`src/rtl/regr_pipe.sv`:
```
// rtl/regr_pipe.sv - elastic multi-stage pipeline register with per-stage skid buffers
// Every stage is a main register plus a one-entry skid, so each ready is a flop output.
module regr_pipe #(
  parameter int            N         = 32,
  parameter int            STAGES    = 1,
  parameter logic [N-1:0]  RESET_VAL = '0
) (
  input  logic                             clk,
  input  logic                             rst,
  input  logic                             flush,
  input  logic                             in_valid,
  output logic                             in_ready,
  input  logic [N-1:0]                     in_data,
  output logic                             out_valid,
  input  logic                             out_ready,
  output logic [N-1:0]                     out_data,
  output logic [$clog2(2*STAGES+1)-1:0]    occupancy
);

  localparam int OW = $clog2(2*STAGES+1);

  logic [STAGES-1:0] main_v_q, main_v_d;
  logic [STAGES-1:0] skid_v_q, skid_v_d;
  logic [N-1:0]      main_d_q [STAGES];
  logic [N-1:0]      main_d_d [STAGES];
  logic [N-1:0]      skid_d_q [STAGES];
  logic [N-1:0]      skid_d_d [STAGES];

  logic [STAGES-1:0] up_valid;
  logic [STAGES-1:0] dn_ready;
  logic [N-1:0]      up_data  [STAGES];
  logic [STAGES-1:0] stage_acc;
  logic [STAGES-1:0] stage_emit;

  logic [OW-1:0]     occ_q, occ_d;
  logic              accept;
  logic              emit;

  // Stage k is fed by stage k-1's main register; its ready is stage k+1's empty skid.
  always_comb begin
    up_valid[0]        = in_valid;
    up_data[0]         = in_data;
    dn_ready[STAGES-1] = out_ready;
    for (int k = 1; k < STAGES; k++) begin
      up_valid[k]   = main_v_q[k-1];
      up_data[k]    = main_d_q[k-1];
      dn_ready[k-1] = !skid_v_q[k];
    end
  end

  assign stage_acc  = up_valid & ~skid_v_q;
  assign stage_emit = main_v_q & dn_ready;

  always_comb begin
    main_v_d = main_v_q;
    skid_v_d = skid_v_q;
    main_d_d = main_d_q;
    skid_d_d = skid_d_q;
    for (int k = 0; k < STAGES; k++) begin
      if (!main_v_q[k]) begin
        if (stage_acc[k]) begin
          main_v_d[k] = 1'b1;
          main_d_d[k] = up_data[k];
        end
      end else if (stage_emit[k]) begin
        // A full skid always drains into main first; ready was low so nothing new arrives.
        if (skid_v_q[k]) begin
          main_d_d[k] = skid_d_q[k];
          skid_v_d[k] = 1'b0;
        end else if (stage_acc[k]) begin
          main_d_d[k] = up_data[k];
        end else begin
          main_v_d[k] = 1'b0;
        end
      end else if (stage_acc[k]) begin
        skid_v_d[k] = 1'b1;
        skid_d_d[k] = up_data[k];
      end
    end
  end

  assign in_ready  = !skid_v_q[0];
  assign out_valid = main_v_q[STAGES-1];
  assign out_data  = main_d_q[STAGES-1];
  assign occupancy = occ_q;
  assign accept    = in_valid && in_ready;
  assign emit      = out_valid && out_ready;

  always_comb begin
    occ_d = occ_q;
    if (accept && !emit) begin
      occ_d = occ_q + OW'(1);
    end else if (!accept && emit) begin
      occ_d = occ_q - OW'(1);
    end
  end

  always_ff @(posedge clk or negedge rst) begin
    if (!rst) begin
      main_v_q <= '0;
      skid_v_q <= '0;
      occ_q    <= '0;
      for (int k = 0; k < STAGES; k++) begin
        main_d_q[k] <= RESET_VAL;
        skid_d_q[k] <= RESET_VAL;
      end
    end else if (flush) begin
      main_v_q <= '0;
      skid_v_q <= '0;
      occ_q    <= '0;
      for (int k = 0; k < STAGES; k++) begin
        main_d_q[k] <= RESET_VAL;
        skid_d_q[k] <= RESET_VAL;
      end
    end else begin
      main_v_q <= main_v_d;
      skid_v_q <= skid_v_d;
      occ_q    <= occ_d;
      for (int k = 0; k < STAGES; k++) begin
        main_d_q[k] <= main_d_d[k];
        skid_d_q[k] <= skid_d_d[k];
      end
    end
  end

endmodule

```
`config.mk`:
```
export PLATFORM = sky130hd
export DESIGN_NAME = regr_pipe
export DESIGN_NICKNAME = d
export VERILOG_FILES = /design/src/rtl/regr_pipe.sv
export SDC_FILE = /design/constraint.sdc
export NUM_CORES = 1
export LEC_CHECK = 0
export CELL_PAD_IN_SITES_DETAIL_PLACEMENT = 0
export CELL_PAD_IN_SITES_GLOBAL_PLACEMENT = 1
export CORE_AREA = 3 3 97 99
export DETAILED_ROUTE_END_ITERATION = 10
export DIE_AREA = 0 0 100 102
export PLACE_DENSITY = 0.92
export SLEW_MARGIN = 20
export SYNTH_ARGS = -nofsm -noshare
export SYNTH_HDL_FRONTEND = slang
export SYNTH_SLANG_ARGS = --single-unit
```
`constraint.sdc`:
```
create_clock -name clk -period 4.4 [get_ports clk]
set_input_delay 1.32 -clock clk [delete_from_list [all_inputs] [get_ports clk]]
set_output_delay 1.32 -clock clk [all_outputs]
set_load 0.1 [all_outputs]
```
# Word level (Yosys, flattened, before mapping)
# Index checks and enable logic that the tools add are counted.
# totals
regBits	68
latch_bits	0
ram_bits	0
rom_bits	0
output_inout_bits	36
memories	0
# classes
n_addsub	2
n_mul	0
div_mod_pow	0
magnitude_cmp	0
eq_ne	2
shifts	0
n_mux	21
bitwise	3
n_reduce_logical	13
# ops
operator	n
32-bit two-way mux	9
1-bit two-way mux	9
2-bit two-way mux	3
3-bit nonzero test	2
1-bit logical AND	4
2-bit nonzero test	2
1-bit zero test	3
3-bit by 2-bit inequality test with 1-bit output, second input constant	1
3-bit AND reduction	1
2-bit by 1-bit adder with 2-bit output, second input constant	1
1-bit AND	2
2-bit inequality test, second input constant	1
2-bit AND reduction	1
2-bit by 1-bit subtractor with 2-bit output, second input constant	1
1-bit NOT	1

# Longest topological paths before layout
# logic_depth
depth_word	7
ltp_mapped	5
ltp_nobuf	3

# Worst setup path after synthesis
# No wires, ideal clock.
# synth_path
path_kind	input -> register
start	input port flush
end	register skid_d_q[0] (netlist bit)
setup_ns	0.125
t_arrival_ns	2.365
t_required_ns	4.275
setup_slack_ns	1.910
cell_stages	4
cell_sequence	buf_2 > a41oi_1 > buf_4 > mux2_2
# synth_via
elab_chain_cells	2
elab_cells_between_ends	5
cone_classes	eq/ne (1); mux (1); reduce/logical (3)
# synth_rtl
item	line_no	rtl
start, declared	10	input logic flush,
2-bit inequality test (no line) or 2-bit nonzero test (tied branches)	--	
3-bit AND reduction (no line)	--	
end signal, assigned by index	121	skid_d_q[k] <= skid_d_d[k];
end, declared	26	logic [N-1:0] skid_d_q [STAGES];
# Several ways; a longest one is shown, not always the timed one.
# A chain may end at the register's enable or synchronous reset.

# Worst setup path after layout
# layout_path
start	register main_d_q (netlist bit out_data[20])
end	output port out_data[20]
# layout_lines
item	line_no	rtl
start, declared	24	logic [N-1:0] main_d_q [STAGES];
start signal, assigned by index	120	main_d_q[k] <= main_d_d[k];
end, declared	16	output logic [N-1:0] out_data,
# No word-level cell between the ends.

==> metrics.txt <==
# TYPE chip_impl_metric gauge
chip_impl_metric{name="total_leakage_power",unit="uW"} 0.00187
chip_impl_info{name="timing.setup.critical_path_class",value="flip-flop to output port"} 1
chip_impl_metric{name="worst_ep_required_time",unit="ns"} 3.08
chip_impl_info{name="grt_setup_unrepaired",value="no"} 1
chip_impl_metric{name="vias_in_the_first_global_route",unit=""} 3015
chip_impl_metric{name="place_congestion",unit=""} 0.749
chip_impl_metric{name="drt-initial-drc-count",unit=""} 147
chip_impl_metric{name="vertical_die_dimension",unit="um"} 102
chip_impl_metric{name="r2r.worst_path.cells",unit=""} 4
chip_impl_metric{name="total_switching_power",unit="uW"} 617
chip_impl_info{name="clock_tree_from_tritoncts",value="built"} 1
chip_impl_metric{name="number_of_buffers_on_the_longest_clock_path",unit=""} 2
chip_impl_metric{name="cts_inserted_buffers",unit=""} 9
chip_impl_metric{name="start_util",unit=""} 0.436
chip_impl_metric{name="path_buf_inv",unit=""} 1
chip_impl_metric{name="cp_max_fo",unit=""} 4
chip_impl_metric{name="cts_hold_buffers",unit=""} 0
chip_impl_metric{name="fin_total_pwr",unit="uW"} 1970
chip_impl_info{name="crit_chain",value="clkdlybuf4s50_1"} 1
chip_impl_metric{name="initial_antenna_violation_count",unit=""} 0
chip_impl_metric{name="postCtsResizedCells",unit=""} 0
chip_impl_metric{name="yosys_register_bits",unit=""} 68
chip_impl_metric{name="tns",unit="ns"} 0
chip_impl_metric{name="clk_latency",unit="ns"} 0.35
chip_impl_metric{name="cap_violations",unit=""} 0
chip_impl_metric{name="h-tree-depth",unit=""} 3
chip_impl_metric{name="timing_hold_violations_final",unit=""} 0
chip_impl_metric{name="post_cts_repair_timing_setup_buffer_count",unit=""} 0
chip_impl_metric{name="wire_length_of_the_first_global_routing_pass",unit="mm"} 14.8
chip_impl_metric{name="worstMarginPinSlew",unit="ns"} 1.00
chip_impl_metric{name="floorplan.rows",unit=""} 34
chip_impl_metric{name="post-route-min-period",unit="ns"} 3.24
chip_impl_metric{name="sequentialPowerShare",unit=""} 0.367
chip_impl_metric{name="ir_drop_worst_vdd",unit="V"} 0.000242
chip_impl_metric{name="die_w",unit="um"} 100
chip_impl_metric{name="cpPeakStageDelay",unit="ns"} 1.16
chip_impl_metric{name="post_synth.cell_area_avg",unit="um2"} 10.7
chip_impl_info{name="run_status",value="complete, no violations"} 1
chip_impl_metric{name="post_synth_num_cell_types",unit=""} 31
chip_impl_metric{name="pin_count",unit=""} 73
chip_impl_metric{name="area_inside_the_core_boundary",unit="um2"} 8640
chip_impl_info{name="path_delay_family",value="buffers and inverters"} 1
chip_impl_metric{name="skew",unit="ns"} 0.00983
chip_impl_metric{name="p_int",unit="uW"} 1350
chip_impl_info{name="sort_of_element_at_the_start_of_the_critical_path",value="flip-flop"} 1
chip_impl_metric{name="drive_gt1_frac",unit=""} 0.197
chip_impl_metric{name="detailed_place_hpwl",unit="mm"} 5.67
chip_impl_metric{name="power_per_cell_area",unit="nW/um2"} 409
chip_impl_metric{name="drt-wirelength-per-cell",unit="um"} 17.0
chip_impl_metric{name="max_freq",unit="MHz"} 308
chip_impl_metric{name="min_period_over_period",unit=""} 0.737
chip_impl_metric{name="yosysWarnings",unit=""} 0
chip_impl_metric{name="antenna_cells_inserted",unit=""} 0
chip_impl_metric{name="sw_share",unit=""} 0.314
chip_impl_metric{name="cp_num_cells",unit=""} 1
chip_impl_metric{name="routed_wirelength",unit="mm"} 8.90
chip_impl_metric{name="slew_viol_final",unit=""} 0
chip_impl_metric{name="hold-path-cell-count",unit=""} 1
chip_impl_info{name="cts.root.buffer_cell",value="clkbuf_8"} 1
chip_impl_metric{name="setup_viol",unit=""} 0
chip_impl_metric{name="numPortBuffers",unit=""} 72
chip_impl_metric{name="grt_start_max_net_pins",unit=""} 69
chip_impl_metric{name="route.antenna.remaining_nets",unit=""} 0
chip_impl_metric{name="relSlewSlack",unit=""} 0.329
chip_impl_metric{name="post_detailed_route_drc_marker_count",unit=""} 0
chip_impl_metric{name="detail_route.vias_per_cell",unit=""} 5.63
chip_impl_metric{name="synth_area",unit="um2"} 3760
chip_impl_metric{name="synth.net_count",unit=""} 390
chip_impl_metric{name="synth_cells",unit=""} 353
chip_impl_metric{name="synth-seq-area-share",unit=""} 0.452
chip_impl_metric{name="area.growth.synth_to_final",unit="%"} 27.7
chip_impl_info{name="worstHoldPathType",value="flip-flop to flip-flop"} 1
chip_impl_metric{name="clock_power_share",unit=""} 0.385
chip_impl_metric{name="tritoncts_num_sinks",unit=""} 68
chip_impl_info{name="crit_slowest_cell",value="clkdlybuf4s50_1"} 1
chip_impl_metric{name="grt_usage",unit=""} 0.182
chip_impl_metric{name="worst-endpoint-arrival",unit="ns"} 1.92
chip_impl_metric{name="combinationalPowerShare",unit=""} 0.247
chip_impl_metric{name="floorplan.die_area",unit="um2"} 10200
chip_impl_info{name="critical_path.endpoint_type",value="output port"} 1
chip_impl_metric{name="drt_first_pass_iters",unit=""} 4
chip_impl_metric{name="final.fill_count",unit=""} 770
chip_impl_metric{name="clock_transition_at_the_registers_of_the_reported_paths",unit="ns"} 0.07
chip_impl_metric{name="nNetsFinal",unit=""} 448
chip_impl_metric{name="via_count",unit=""} 2948
chip_impl_metric{name="gr-total-overflow",unit=""} 0
registers in the layout, summed over array words and instances, names as in the netlist:
| register | flops |
|---|---|
| out_data | 32 |
| skid_d_q | 32 |
| occupancy | 2 |
| out_valid | 1 |
| skid_v_q | 1 |
per-layer routing:
layer,GRT usage,share of wire,vias to the layer above
li1,-,-,1386
met5,0,0,-
met1,0.235,0.43,1462
met2,0.304,0.49,89
met4,0.0580,0.013,0
met3,0.0430,0.067,11
cell type report:
class	count	area, um2	share of cell area
inverter	24	90.1	0.0188
sequential	68	1700	0.355
clock buffer	10	138	0.0287
multi-input combinational	230	1820	0.380
timing repair buffer	78	756	0.157
tap	108	135	0.0281
clock inverter	6	159	0.0331
cells in the mapped netlist (all sizes together):
library cell,instances,area [um2]
dfrtp,68,1700
nor2b,35,219
mux2,33,372
nand2,33,124
inv,24,90.1
a221oi,21,303
buf,19,124
nor2,18,67.6
o2bb2ai,16,140
a21oi,13,65.1
clkbuf,12,45.0
mux2i,11,110
nor3b,11,82.6
a2111oi,10,87.6
a311o,10,100
o22ai,4,25.0
o21ai,3,15.0
nand2b,2,12.5
nand3b,2,15.0
a211o,1,8.76
a211oi,1,7.51
a21boi,1,7.51
a41oi,1,8.76
and3b,1,8.76
nor3,1,5.00
o32ai,1,8.76
or3b,1,8.76
power by group through the flow:
stage          registers (uW)  clock network (uW)  logic, uW
2_1_floorplan             904                   0        179
3_3_place_gp              731                   0        482
3_5_place_dp              734                   0        489
4_1_cts                   722                 769        490
5_1_grt                   730                 795        515
6_report                  722                 757        486
placed cells by master (no fill, tap or decap), drive strengths merged, types with 2 or more instances in the layout:
cell type and instances:
bufinv 5, o21ai 3, dfrtp 68, a221oi 21, nand2b 2, nor2 18, nand2 33, clkdlybuf4s50 68
nor3b 11, mux2 33, mux2i 11, a2111oi 10, inv 24, buf 10, o2bb2ai 16, nor2b 35
clkbuf 10, a311o 10, nand3b 2, a21oi 13, o22ai 4
metrics by stage:
stage	area, um2	utilization	hold slack (ns)	std cells	worst slack, ns
after global placement	4510	0.522	0.479	508	1.03
after CTS	4800	0.556	0.510	524	1.13
after global routing	4800	0.556	0.526	524	1.08
final	4800	0.556	0.509	524	1.16
after detailed placement	4510	0.522	0.493	508	0.980
after floorplan	3760	-	0.470	353	1.91
path summary, 6_finish.rpt:
kind,startpoint,end,slack [ns]
worst max-delay path,out_data[20]$_DFFE_PN0P_,out_data[20],1.16
worst min-delay path,skid_d_q[17]$_DFFE_PN0P_,skid_d_q[17]$_DFFE_PN0P_,0.51
worst max register to register,skid_v_q$_DFFE_PN0P_,out_data[27]$_DFFE_PN0P_,1.53
worst min register to register,skid_d_q[17]$_DFFE_PN0P_,skid_d_q[17]$_DFFE_PN0P_,0.51
max in group asynchronous,rst,skid_v_q$_DFFE_PN0P_,2.69
min in group asynchronous,rst,out_data[12]$_DFFE_PN0P_,1.07
cells by family (layout without fill, tap and decap cells):
group | Yosys count | in the layout | share of synthesized area
compound gates | 82 | 82 | 0.207
simple gates | 104 | 104 | 0.144
flops | 68 | 68 | 0.452
buf+inv | 55 | 118 | 0.0688
mux | 44 | 44 | 0.128
Note: power is estimated with default switching activity, not from simulation.
